File: src/rtl/verification.sv
`timescale 1ns/1ps
`default_nettype none
// +--------------------------------------------------------------------------+
// | verification: free-running up-counter with tc, wrap pulse and Gray out.  |
// | Optional saturating wrap counter enabled by VERIFICATION_WRAP_CNT_EN.    |
// | Revision: 1.0                                                            |
// +--------------------------------------------------------------------------+
module verification #(
   parameter int WIDTH      = 4,
   parameter int WRAP_CNT_W = 8
) (
   input  logic                  clk,
   input  logic                  reset,
   output logic [WIDTH-1:0]      counter,
   output logic                  tc,
   output logic                  wrap,
   output logic [WIDTH-1:0]      gray,
   output logic [WRAP_CNT_W-1:0] wrap_count
);

   localparam logic [WIDTH-1:0] C_MAX = {WIDTH{1'b1}};
   localparam logic [WIDTH-1:0] C_ONE = {{(WIDTH-1){1'b0}}, 1'b1};

   logic [WIDTH-1:0] r_count;
   logic [WIDTH-1:0] r_gray;
   logic             r_wrap;
   logic [WIDTH-1:0] w_next;
   logic             w_at_max;

   assign w_next   = r_count + C_ONE;
   assign w_at_max = (r_count == C_MAX);

   // Gray is computed from the next count so it lands in the same cycle as counter.
   always_ff @(posedge clk or posedge reset) begin
      if (reset) begin
         r_count <= '0;
         r_gray  <= '0;
         r_wrap  <= 1'b0;
      end else begin
         r_count <= w_next;
         r_gray  <= w_next ^ (w_next >> 1);
         r_wrap  <= w_at_max;
      end
   end

   assign counter = r_count;
   assign gray    = r_gray;
   assign wrap    = r_wrap;
   assign tc      = w_at_max;

`ifdef VERIFICATION_WRAP_CNT_EN
   localparam logic [WRAP_CNT_W-1:0] C_WC_MAX = {WRAP_CNT_W{1'b1}};
   localparam logic [WRAP_CNT_W-1:0] C_WC_ONE = {{(WRAP_CNT_W-1){1'b0}}, 1'b1};

   logic [WRAP_CNT_W-1:0] r_wrap_count;

   // Updates on the same edge that raises wrap; holds at full scale.
   always_ff @(posedge clk or posedge reset) begin
      if (reset) begin
         r_wrap_count <= '0;
      end else if (w_at_max && (r_wrap_count != C_WC_MAX)) begin
         r_wrap_count <= r_wrap_count + C_WC_ONE;
      end
   end

   assign wrap_count = r_wrap_count;
`else
   assign wrap_count = '0;
`endif

endmodule
`default_nettype wire

File: config.mk
export PLATFORM = sky130hd
export DESIGN_NAME = verification
export DESIGN_NICKNAME = d
export VERILOG_FILES = /design/src/rtl/verification.sv
export SDC_FILE = /design/constraint.sdc
export NUM_CORES = 1
export LEC_CHECK = 0
export CAP_MARGIN = 20
export CORE_AREA = 2 2 39 41
export CTS_BUF_LIST = sky130_fd_sc_hd__clkbuf_8
export CTS_CLUSTER_SIZE = 24
export DETAILED_ROUTE_END_ITERATION = 7
export DIE_AREA = 0 0 41 43
export GPL_TIMING_DRIVEN = 0
export PLACE_DENSITY = 0.63
export SLEW_MARGIN = 0
export SYNTH_ARGS = -nofsm -noshare
export SYNTH_HDL_FRONTEND = slang
export SYNTH_SLANG_ARGS = --single-unit
export TNS_END_PERCENT = 50
File: constraint.sdc
create_clock -name clk -period 3.65 [get_ports clk]
set_clock_uncertainty 0.05 [all_clocks]
set_input_delay 0.365 -clock clk [delete_from_list [all_inputs] [get_ports clk]]
set_output_delay 0.365 -clock clk [all_outputs]
set_load 0.01 [all_outputs]
==> summary.md <==
| Metric | Value |
|---|---|
| Synthesis-to-finish area growth | 54.3% |
| Final ANT Viol Nets | 0 |
| Final wirelength | 531 um |
| Ratio of final minimum period to clock period | 0.566 |
| Critical Path Source Type | flop |
| Insertion delay to the later sink of the worst-skew pair | 0.22 ns |
| Mapped Avg Cell Area | 12.1 um^2 |
| Ant diodes | 0 |
| WL per Instance | 7.93 um |
| Cts-stage hold buffer count | 0 |
| Max-slew violations | 0 |
| Via count | 232 |
| Post-synth top area cell | dfrtp_1 |
| Most numerous cell in the Yosys netlist | buf_4 |
| Synthesized cell area | 364 um^2 |
| Setup WS post-layout | 1.58 ns |
| Synthesized netlist cell count | 30 |
| Top cells by count, synth | 9 x buf_4, 8 x dfrtp_1, 4 x xnor2_1 |
| First-pass GRT wire length | 786 um |
| Crit end category | output port |
| Leak Pwr | 0.289 nW |
| Clk slew on worst S/H paths | 0.04 ns |
| Type of the worst min-delay path | input port to asynchronous set/reset pin |
| I/O pin cnt | 20 |
| Routability congestion estimate from global placement | 0.600 |
| Setup-failing EPs final | 0 |
| GRT Resource Usage Total | 0.0747 |
| Initial core utilization | 0.263 |
| Synth warnings | 0 |
| MaxCap Viol Count | 0 |
| Number of synthesized flops with an enable pin | 0 |
| Root Driver | clkbuf_8 |
| WP data arrival | 1.65 ns |
| Max Fclk | 484 MHz |
| Dpl ws | 1.80 ns |
| DRT iter0 DRCs | 0 |
| CTS HTree Levels | 1 |
| DIE AREA | 1760 um^2 |
| Final hold violation count | 0 |
| Crit Path Category | flop to output port |
| Area contributors post-synth | dfrtp_1 55%, buf_4 19%, xnor2_1 9.6% |
| Hpwl dp | 412 um |
| CTS Sinks | 8 |
| Yosys cell types | 10 |
| Seq/Total Area, Yosys | 0.550 |
| Seq cells post-synth | 8 |
| CTS max path bufs | 2 |
| Power Dens Cells | 363 nW/um^2 |
| CP peak stage delay | 0.53 ns |
| CTS tree | built |
| Drt pass-1 iters | 1 |
| Die Y | 43 um |
| CP max FO | 6 |
| Vias in the first global route | 200 |
| Max stage delay cell, worst path | clkdlybuf4s50_1 |
| Yosys top cell area share | 0.550 |
| # resized after CTS | 0 |
| Outcome | finished clean |
| Die Width | 41 um |
| Std cell rows | 14 |
| CP cell instances | ha_1 > and3_2 > clkdlybuf4s50_1 |
| Largest net degree at the start of global routing | 9 |
| TritonCTS Buffers | 3 |
| Vias per cell | 3.46 |
| Setup bufs post-CTS | 0 |
| Total negative slack | 0 ns |
| Post-synth ARST share | 1.00 |
| Core Region | 1380 um^2 |
| Residual DRC | 0 |
| Top_reg_cell synth | dfrtp_1 |
| CP required | 3.23 ns |
| RSZ-0062 raised after global routing | no |
| Global route overflow | 0 |
| Port Buffer Count | 11 |
| Layout cell share with drive strength beyond 1 | 0.255 |
| VDD IR max | 0.000101 V |
| Fin crit period | 2.07 ns |
| Nets | 56 |
| Initial antenna violation count | 0 |
kinds of logic (layout without fill, tap and decap cells):
kind of cell,after synthesis,after routing,synth area share
AO/OA/AOI/OAI,1,1,0.0206
XOR/XNOR,6,6,0.144
AND/OR/NAND/NOR,2,2,0.0344
adder cells (fa/ha/maj),1,1,0.0344
buffers and inverters,11,25,0.206
other,1,8,0.0103
flip-flops,8,8,0.550
stage by stage:
step	power, mW	cells	cell area (um^2)	util	hold slack, ns
global route	0.212	67	562	0.406	0.379
detailed placement	0.103	64	520	0.376	0.492
global placement	0.103	64	520	0.376	0.490
floorplan	0.102	37	390	-	0.131
CTS	0.208	67	562	0.406	0.343
finish	0.204	67	562	0.406	0.336
cell usage in the layout (no fill, tap or decap):
master and n:
a21boi_0 1, and3_2 1, buf_4 9, clkbuf_8 3, clkdlybuf4s50_1 11, conb_1 8
dfrtp_1 8, ha_1 1, inv_1 2, nand3_1 1, xnor2_1 4, xor2_1 2
area by class of cell:
cell class	instances	area [um^2]
Fill cell	148	822
Clock buffer	3	41.3
Buffer	9	67.6
Tap cell	16	20.0
Timing Repair Buffer	11	110
Multi-Input combinational cell	18	115
Inverter	2	7.51
Sequential cell	8	200
worst max-delay path: cells and delay by family, from the launching register on:
| kind | cells | cell delay, ns |
|---|---|---|
| flip-flops | 1 | 0.44 |
| buffers and inverters | 1 | 0.53 |
| adder cells (fa/ha/maj) | 1 | 0.25 |
| AND/OR/NAND/NOR | 1 | 0.20 |
worst paths after layout:
path | startpoint | endpoint | slack (ns) | cells after the start
min in group clk | counter[0] | counter[0] | 0.49 | 1
hold reg to reg | counter[0] | counter[0] | 0.49 | 1
hold / removal | reset | counter[1] | 0.34 | 2
max in group asynchronous | reset | gray[1] | 2.99 | 2
setup reg to reg | counter[0] | gray[1] | 2.43 | 3
setup / recovery | counter[0] | tc | 1.58 | 3
state kept, by name (all words and copies together) (netlist names):
name     flops
gray         3
counter      4
wrap         1
layer usage:
metal / vias to the layer above / GRT usage / wire [um]
met5: - / 0 / 0
li1: 117 / - / -
met4: 0 / 0.120 / 12
met1: 98 / 0.0754 / 204
met3: 2 / 0.0157 / 71
met2: 15 / 0.0938 / 243
where the power goes:
group	leakage, nW	internal [mW]	switching, mW
logic	0.164	0.00650	0.00649
clock network	0.0216	0.0711	0.0307
registers	0.103	0.0892	0
total	0.289	0.167	0.0372
No activity file was read; power rests on OpenSTA's default activity.
